--- src/rtl/adder_seq_ctrl.sv ---
// adder_seq_ctrl: wide unsigned adder (N*WORDS bits) built by stepping one
// N-bit adder slice over WORDS cycles, least-significant slice first, with
// the carry registered between slices.
//
// Optional feature: define ADDSEQ_OVF_EN to add the ovf_out port, which
// reports two's-complement overflow of the full W-bit add.
//
// Handshakes: a transfer happens on a rising edge where valid and ready are
// both high. start_ready is high only in IDLE, and a request is taken on the
// first edge where start_valid is high there. res_valid is high only in DONE,
// and sum_out/cout_out hold steady until the edge where res_ready is high.
// A valid source never needs to watch ready before asserting valid.
module adder_seq_ctrl #(
   parameter int N     = 16,
   parameter int WORDS = 4
) (
   input  logic                 clk,
   input  logic                 rst_n,
   input  logic                 start_valid,
   output logic                 start_ready,
   input  logic [N*WORDS-1:0]   a_in,
   input  logic [N*WORDS-1:0]   b_in,
   input  logic                 cin_in,
   output logic                 res_valid,
   input  logic                 res_ready,
   output logic [N*WORDS-1:0]   sum_out,
   output logic                 cout_out,
`ifdef ADDSEQ_OVF_EN
   output logic                 ovf_out,
`endif
   output logic                 busy,
   output logic [1:0]           state_dbg
);

   localparam int W    = N * WORDS;
   localparam int IDXW = $clog2(WORDS);
   localparam logic [IDXW-1:0] LAST_IDX = IDXW'(WORDS - 1);

   typedef enum logic [1:0] {
      IDLE = 2'd0,
      RUN  = 2'd1,
      DONE = 2'd2
   } state_t;

   state_t          state;
   logic [IDXW-1:0] idx;
   logic            carry;
   logic [W-1:0]    a_q;
   logic [W-1:0]    b_q;
   logic [N-1:0]    a_slice;
   logic [N-1:0]    b_slice;
   logic [N:0]      slice_res;

   // The current state is exported as-is so checkers can follow the FSM.
   assign state_dbg = state;

   // One adder slice: selected operand words plus the registered carry,
   // kept N+1 bits wide so the carry-out is never truncated away.
   always_comb begin
      a_slice   = a_q[idx*N +: N];
      b_slice   = b_q[idx*N +: N];
      slice_res = {1'b0, a_slice} + {1'b0, b_slice} + {{N{1'b0}}, carry};
   end

   // Control FSM with registered datapath and handshake outputs.
   always_ff @(posedge clk or negedge rst_n) begin
      if (!rst_n) begin
         state       <= IDLE;
         idx         <= '0;
         carry       <= 1'b0;
         a_q         <= '0;
         b_q         <= '0;
         sum_out     <= '0;
         cout_out    <= 1'b0;
`ifdef ADDSEQ_OVF_EN
         ovf_out     <= 1'b0;
`endif
         start_ready <= 1'b1;
         res_valid   <= 1'b0;
         busy        <= 1'b0;
      end else begin
         case (state)
            IDLE: begin
               if (start_valid) begin
                  a_q         <= a_in;
                  b_q         <= b_in;
                  carry       <= cin_in;
                  idx         <= '0;
                  sum_out     <= '0;
                  cout_out    <= 1'b0;
`ifdef ADDSEQ_OVF_EN
                  ovf_out     <= 1'b0;
`endif
                  start_ready <= 1'b0;
                  busy        <= 1'b1;
                  state       <= RUN;
               end
            end
            RUN: begin
               sum_out[idx*N +: N] <= slice_res[N-1:0];
               carry               <= slice_res[N];
               if (idx == LAST_IDX) begin
                  idx       <= '0;
                  cout_out  <= slice_res[N];
`ifdef ADDSEQ_OVF_EN
                  // Signed overflow: like-signed operands, result sign differs.
                  ovf_out   <= (a_q[W-1] == b_q[W-1]) &&
                               (slice_res[N-1] != a_q[W-1]);
`endif
                  res_valid <= 1'b1;
                  state     <= DONE;
               end else begin
                  idx <= idx + 1'b1;
               end
            end
            DONE: begin
               // Leaving DONE lands in IDLE; a new start needs another edge.
               if (res_ready) begin
                  res_valid   <= 1'b0;
                  busy        <= 1'b0;
                  start_ready <= 1'b1;
                  state       <= IDLE;
               end
            end
            default: begin
               state <= IDLE;
            end
         endcase
      end
   end

endmodule

--- config.mk ---
export PLATFORM = sky130hd
export DESIGN_NAME = adder_seq_ctrl
export DESIGN_NICKNAME = d
export VERILOG_FILES = /design/src/rtl/adder_seq_ctrl.sv
export SDC_FILE = /design/constraint.sdc
export NUM_CORES = 1
export LEC_CHECK = 0
export BUFFER_PORTS_ARGS = -buffer_cell sky130_fd_sc_hd__buf_4
export CORE_ASPECT_RATIO = 1.5
export CORE_UTILIZATION = 45
export DETAILED_ROUTE_END_ITERATION = 10
export GPL_TIMING_DRIVEN = 0
export PLACE_DENSITY_LB_ADDON = 0.1
export SLEW_MARGIN = 20
export SYNTH_ARGS = -nofsm -noshare
export SYNTH_HDL_FRONTEND = slang
export SYNTH_SLANG_ARGS = --single-unit
--- constraint.sdc ---
create_clock -name clk -period 4.04 [get_ports clk]
set_input_delay 0.404 -clock clk [delete_from_list [all_inputs] [get_ports clk]]
set_output_delay 0.404 -clock clk [all_outputs]
set_load 0.01 [all_outputs]
==> out/results.env <==
WORST_R2R_PATH_DEPTH=11
WORSTHOLDPATHCELLS=2
ROOT_BUFFER='sky130_fd_sc_hd__clkbuf_16'
POST_DRT_VIA_CELL_RATIO=5.48
WORSTREG2REGEND='sum_out[45]$_DFFE_PN0P_'
YS_SEQ_ELEMENTS=201
CTS.SINK_COUNT=201
TRITONCTS.NUM_BUFFERS=20
FMAX_MHz=264
WORST-ENDPOINT-ARRIVAL_NS=4.14
OVERFLOW=0
PIN_COUNT=203
FILLCELLCOUNT=1636
DRT_FIRST_PASS_ITERS=6
SYNTH_CELL_TYPES=54
SLEW_VIOLATIONS=0
CP.REQUIRED_NS=4.39
WORST-SLEW-PIN-TRANSITION_NS=0.805
HOLD-PATH-ENDPOINT='a_q[34]$_DFFE_PN0P_'
ROUTED_WIRE_LENGTH_PER_INSTANCE_UM=20.9
PEAKVDDDROP_uV=490
SYNTH-WARNING-COUNT=0
CRIT-REG2REG-LAUNCH='idx[1]$_DFFE_PN0P_'
FINALHOLDVIOLCOUNT=0
WORST_PATH_MAX_DELAY_CELL='sky130_fd_sc_hd__buf_1'
CLKLATENCYLATEPIN_NS=0.49
CORE-AREA_UM2=19800
PLACEMENT_STAGE_CELL_AREA_UM2=11000
LAYOUT_WORST_PATH_CYCLE_SHARE_PCT=93.6
WORST_SETUP_HOLD_PATH_CLK_SLEW_NS=0.06
ASYNC_RESET_FF_SHARE_PCT=100
RSZ0062_AT_GRT='false'
RUN_STATUS='finished, final reports clean'
MAX_CAP_VIOL_COUNT=0
WORST_HOLD_PATH_TYPE='in -> reg'
GRT_MAX_DEGREE=91
CP_SLOWEST_STAGE_DELAY_NS=0.59
YOSYS_MOST_USED_DFF='sky130_fd_sc_hd__dfrtp_1'
POSTSYNTHCELLCOUNT=636
DETAILED_PLACE_HPWL_MM=18.2
WORST_SETUP_PATH_END_KIND='register'
SETUP_WS_NS=0.257
R2R_SLACK_NS=0.26
CRITICAL_PATH.MOST_COMMON_CELL='sky130_fd_sc_hd__clkbuf_1'
DIEHEIGHT_UM=176
SYNTHESIS.AREA_PER_INSTANCE_UM2=14.3
GRT_ANTENNA_BEFORE_REPAIR=0
DIE-AREA_UM2=20700
GROUTE.USAGE.OVERALL_PCT=23.5
TIMING.HOLD.WORST.START='a_in[34]'
SYN_TO_FINAL_GROWTH_PCT=28.3
CLOCK_PATH_BUFFERS=3
ROUTED_WL_MM=23.7
WORSTSETUPSTARTPOINTTYPE='register'
CTS_TREE='yes'
PLACE.PORT_BUFFERS=202
ANTENNA_CELLS=0
GP_CONGESTION=0.825
CRITPATHMAXFANOUT=10
DRT.ANTENNA.VIOLATING_NETS=0
DRIVE_ABOVE_1_SHARE_PCT=49.0
SHARE_OF_SYNTHESIZED_AREA_OCCUPIED_BY_FLIP_FLOPS_AND_LATCHES_PCT=55.5
INITIAL_UTILIZATION_PCT=45.8
WORST_SLEW_MARGIN_REL_PCT=45.8
SETUP-VIOLATIONS-FINAL=0
FINALNETCOUNT=1017
POWER-PER-CELL-AREA_nW_PER_UM2=1010
PLACE_WS_NS=-0.0623
DETAILROUTE.VIA_COUNT=6227
FIN_CRIT_NS=3.78
DR.FIRST_ITER.DRC_COUNT=257
TIMING.CLOCK.SKEW_NS=0.00553
DIEWIDTH_UM=118
CRITICAL_PATH.CELL_CHAIN='clkbuf_1 -> buf_1 -> mux4_2 -> ha_1 -> clkbuf_1 -> and3_1 -> a221o_1 -> nand2_1 -> a21oi_1 -> a311oi_2 -> o21ai_0'
FIN_AREA_UM2=11600
SYNTH_NETS=790
FINAL_CORE_UTILIZATION_PCT=58.8
POWER_LEAKAGE_nW=5.35
ROW_COUNT=63
REMAINING_DRC_ERRORS=0
FF_LATCH_AREA_UM2=5030
GRT_PASS1_WL_MM=37.5
POST_SYNTH_INSTANCE_AREA_UM2=9070
SYNTH_ENABLE_FLOP_CELLS=0
FIRST_GLOBAL_VIAS=6744
POST-CTS-SETUP-BUFFERS=0
HTREE_LEVELS=1
PATH_CLASS='reg -> reg'
MULTI_INPUT_COMB_AREA_UM2=3850
how the worst max path moves through the flow:
stage | from | endpoint | slack (ns)
2_1_floorplan | idx[0]$_DFFE_PN0P_ | sum_out[62]$_DFFE_PN0P_ | 0.56
3_5_place_dp | idx[0]$_DFFE_PN0P_ | sum_out[45]$_DFFE_PN0P_ | -0.06
4_1_cts | idx[0]$_DFFE_PN0P_ | sum_out[62]$_DFFE_PN0P_ | 0.003
6_report | idx[1]$_DFFE_PN0P_ | sum_out[45]$_DFFE_PN0P_ | 0.26
3_3_place_gp | idx[1]$_DFFE_PN0P_ | sum_out[62]$_DFFE_PN0P_ | 0.008
5_1_grt | idx[1]$_DFFE_PN0P_ | sum_out[45]$_DFFE_PN0P_ | 0.03
critical path, delay by kind of cell (launching register included):
| kind | cells | cell delay [ns] |
|---|---|---|
| adder cells (fa/ha/maj) | 1 | 0.31 |
| AND/OR/NAND/NOR | 2 | 0.32 |
| buffers and inverters | 3 | 1.19 |
| multiplexers | 1 | 0.44 |
| AO/OA/AOI/OAI | 4 | 1.01 |
| flip-flops | 1 | 0.37 |
Yosys cell counts, types with 3 or more instances:
master                     instances  area share (%)
sky130_fd_sc_hd__a22o_1           53             5.1
sky130_fd_sc_hd__mux4_2           32             7.9
sky130_fd_sc_hd__mux2_2          128              16
sky130_fd_sc_hd__o21bai_1          4            0.33
sky130_fd_sc_hd__o21ai_0          21             1.2
sky130_fd_sc_hd__buf_2            18            0.99
sky130_fd_sc_hd__and3_1            4            0.28
sky130_fd_sc_hd__nand2_1          30             1.2
sky130_fd_sc_hd__nor2_1           11            0.46
sky130_fd_sc_hd__nor3_1            3            0.17
sky130_fd_sc_hd__xnor2_1           6            0.58
sky130_fd_sc_hd__nor2b_1           4            0.28
sky130_fd_sc_hd__dfrtp_1         200              55
sky130_fd_sc_hd__nand2b_1          7            0.48
sky130_fd_sc_hd__nand3_1           4            0.22
sky130_fd_sc_hd__clkbuf_1         16            0.66
sky130_fd_sc_hd__inv_1            10            0.41
sky130_fd_sc_hd__a21oi_1          16            0.88
sky130_fd_sc_hd__xor2_1            3            0.29
sky130_fd_sc_hd__a21o_1            7            0.58
sky130_fd_sc_hd__ha_1             19             2.6
logic make-up after synthesis:
family | count (synthesis) | synth area share (%)
adder cells (fa/ha/maj) | 21 | 3.06
buffers and inverters | 46 | 2.15
XOR/XNOR | 9 | 0.869
multiplexers | 160 | 23.8
AO/OA/AOI/OAI | 125 | 10.6
AND/OR/NAND/NOR | 74 | 4.07
flip-flops | 201 | 55.5
flip-flops by register name (all words and copies together) (netlist names):
| register | cells |
|---|---|
| carry | 1 |
| cout_out | 1 |
| res_valid | 1 |
| start_ready | 1 |
| idx | 2 |
| a_q | 64 |
| state_dbg | 2 |
| b_q | 64 |
| busy | 1 |
| sum_out | 64 |
per-layer routing:
layer,global-route usage [%],vias up,routed length (um),share of wire [%]
met3,5.00,43,1310,5.5
li1,-,2828,-,-
met1,27.1,3177,9000,38
met4,7.75,0,629,2.7
met2,43.1,179,12800,54
met5,0,-,0,0
area by class of cell:
| cell class | instances | area share (%) |
|---|---|---|
| plain buffers | 36 | 1.44 |
| clock buffers | 29 | 5.12 |
| clock inverters | 7 | 0.344 |
| inverters | 10 | 0.323 |
| multi-input cells | 389 | 33.1 |
| flip-flops and latches | 201 | 43.2 |
| well taps | 260 | 2.80 |
| repair buffers | 205 | 13.7 |
cells in the final DEF (no fill, tap or decap), types with 2 or more instances in the layout:
cell type,count
sky130_fd_sc_hd__buf_1,2
sky130_fd_sc_hd__nor2_1,11
sky130_fd_sc_hd__o211ai_1,2
sky130_fd_sc_hd__xor2_1,3
sky130_fd_sc_hd__nor4_1,2
sky130_fd_sc_hd__or4_1,2
sky130_fd_sc_hd__dfrtp_1,200
sky130_fd_sc_hd__o21ai_0,21
sky130_fd_sc_hd__nand2_1,30
sky130_fd_sc_hd__o21a_1,2
sky130_fd_sc_hd__clkbuf_8,4
sky130_fd_sc_hd__xnor2_1,6
sky130_fd_sc_hd__inv_1,10
sky130_fd_sc_hd__a21o_1,7
sky130_fd_sc_hd__mux2_2,128
sky130_fd_sc_hd__clkinv_2,5
sky130_fd_sc_hd__mux4_2,32
sky130_fd_sc_hd__clkbuf_16,21
sky130_fd_sc_hd__buf_4,202
sky130_fd_sc_hd__fa_1,2
sky130_fd_sc_hd__a21oi_1,16
sky130_fd_sc_hd__buf_2,15
sky130_fd_sc_hd__ha_1,19
sky130_fd_sc_hd__clkinvlp_4,2
sky130_fd_sc_hd__clkbuf_2,2
sky130_fd_sc_hd__clkbuf_4,2
sky130_fd_sc_hd__nor2b_1,4
sky130_fd_sc_hd__a22o_1,53
sky130_fd_sc_hd__and3_1,4
sky130_fd_sc_hd__buf_16,2
sky130_fd_sc_hd__nor3_1,3
sky130_fd_sc_hd__nand2b_1,7
sky130_fd_sc_hd__o21ai_1,2
sky130_fd_sc_hd__o21bai_1,4
sky130_fd_sc_hd__clkbuf_1,18
sky130_fd_sc_hd__nand3_1,4
power by group:
group	switching [mW]	internal (mW)	leakage (nW)
sequential	0.487	2.90	2.49
clock	0.771	1.03	0.312
combinational	3.65	2.96	2.55
per-stage QoR:
step	std cells	TNS (ns)	hold slack, ns	total power [mW]
6_report	1137	0	0.139	11.8
4_1_cts	1137	0	0.121	11.9
3_5_place_dp	1100	-0.0897	0.261	10.0
2_1_floorplan	636	0	0.108	7.89
3_3_place_gp	1098	0	0.457	9.80
5_1_grt	1137	0	0.122	12.6
what timing repair did:
action	CTS	global route
endpoints found under the setup margin	4	24
gates resized for setup	1	8
hold buffers	1	0
hold endpoints to repair	24	0
No activity file was read; power rests on OpenSTA's default activity.
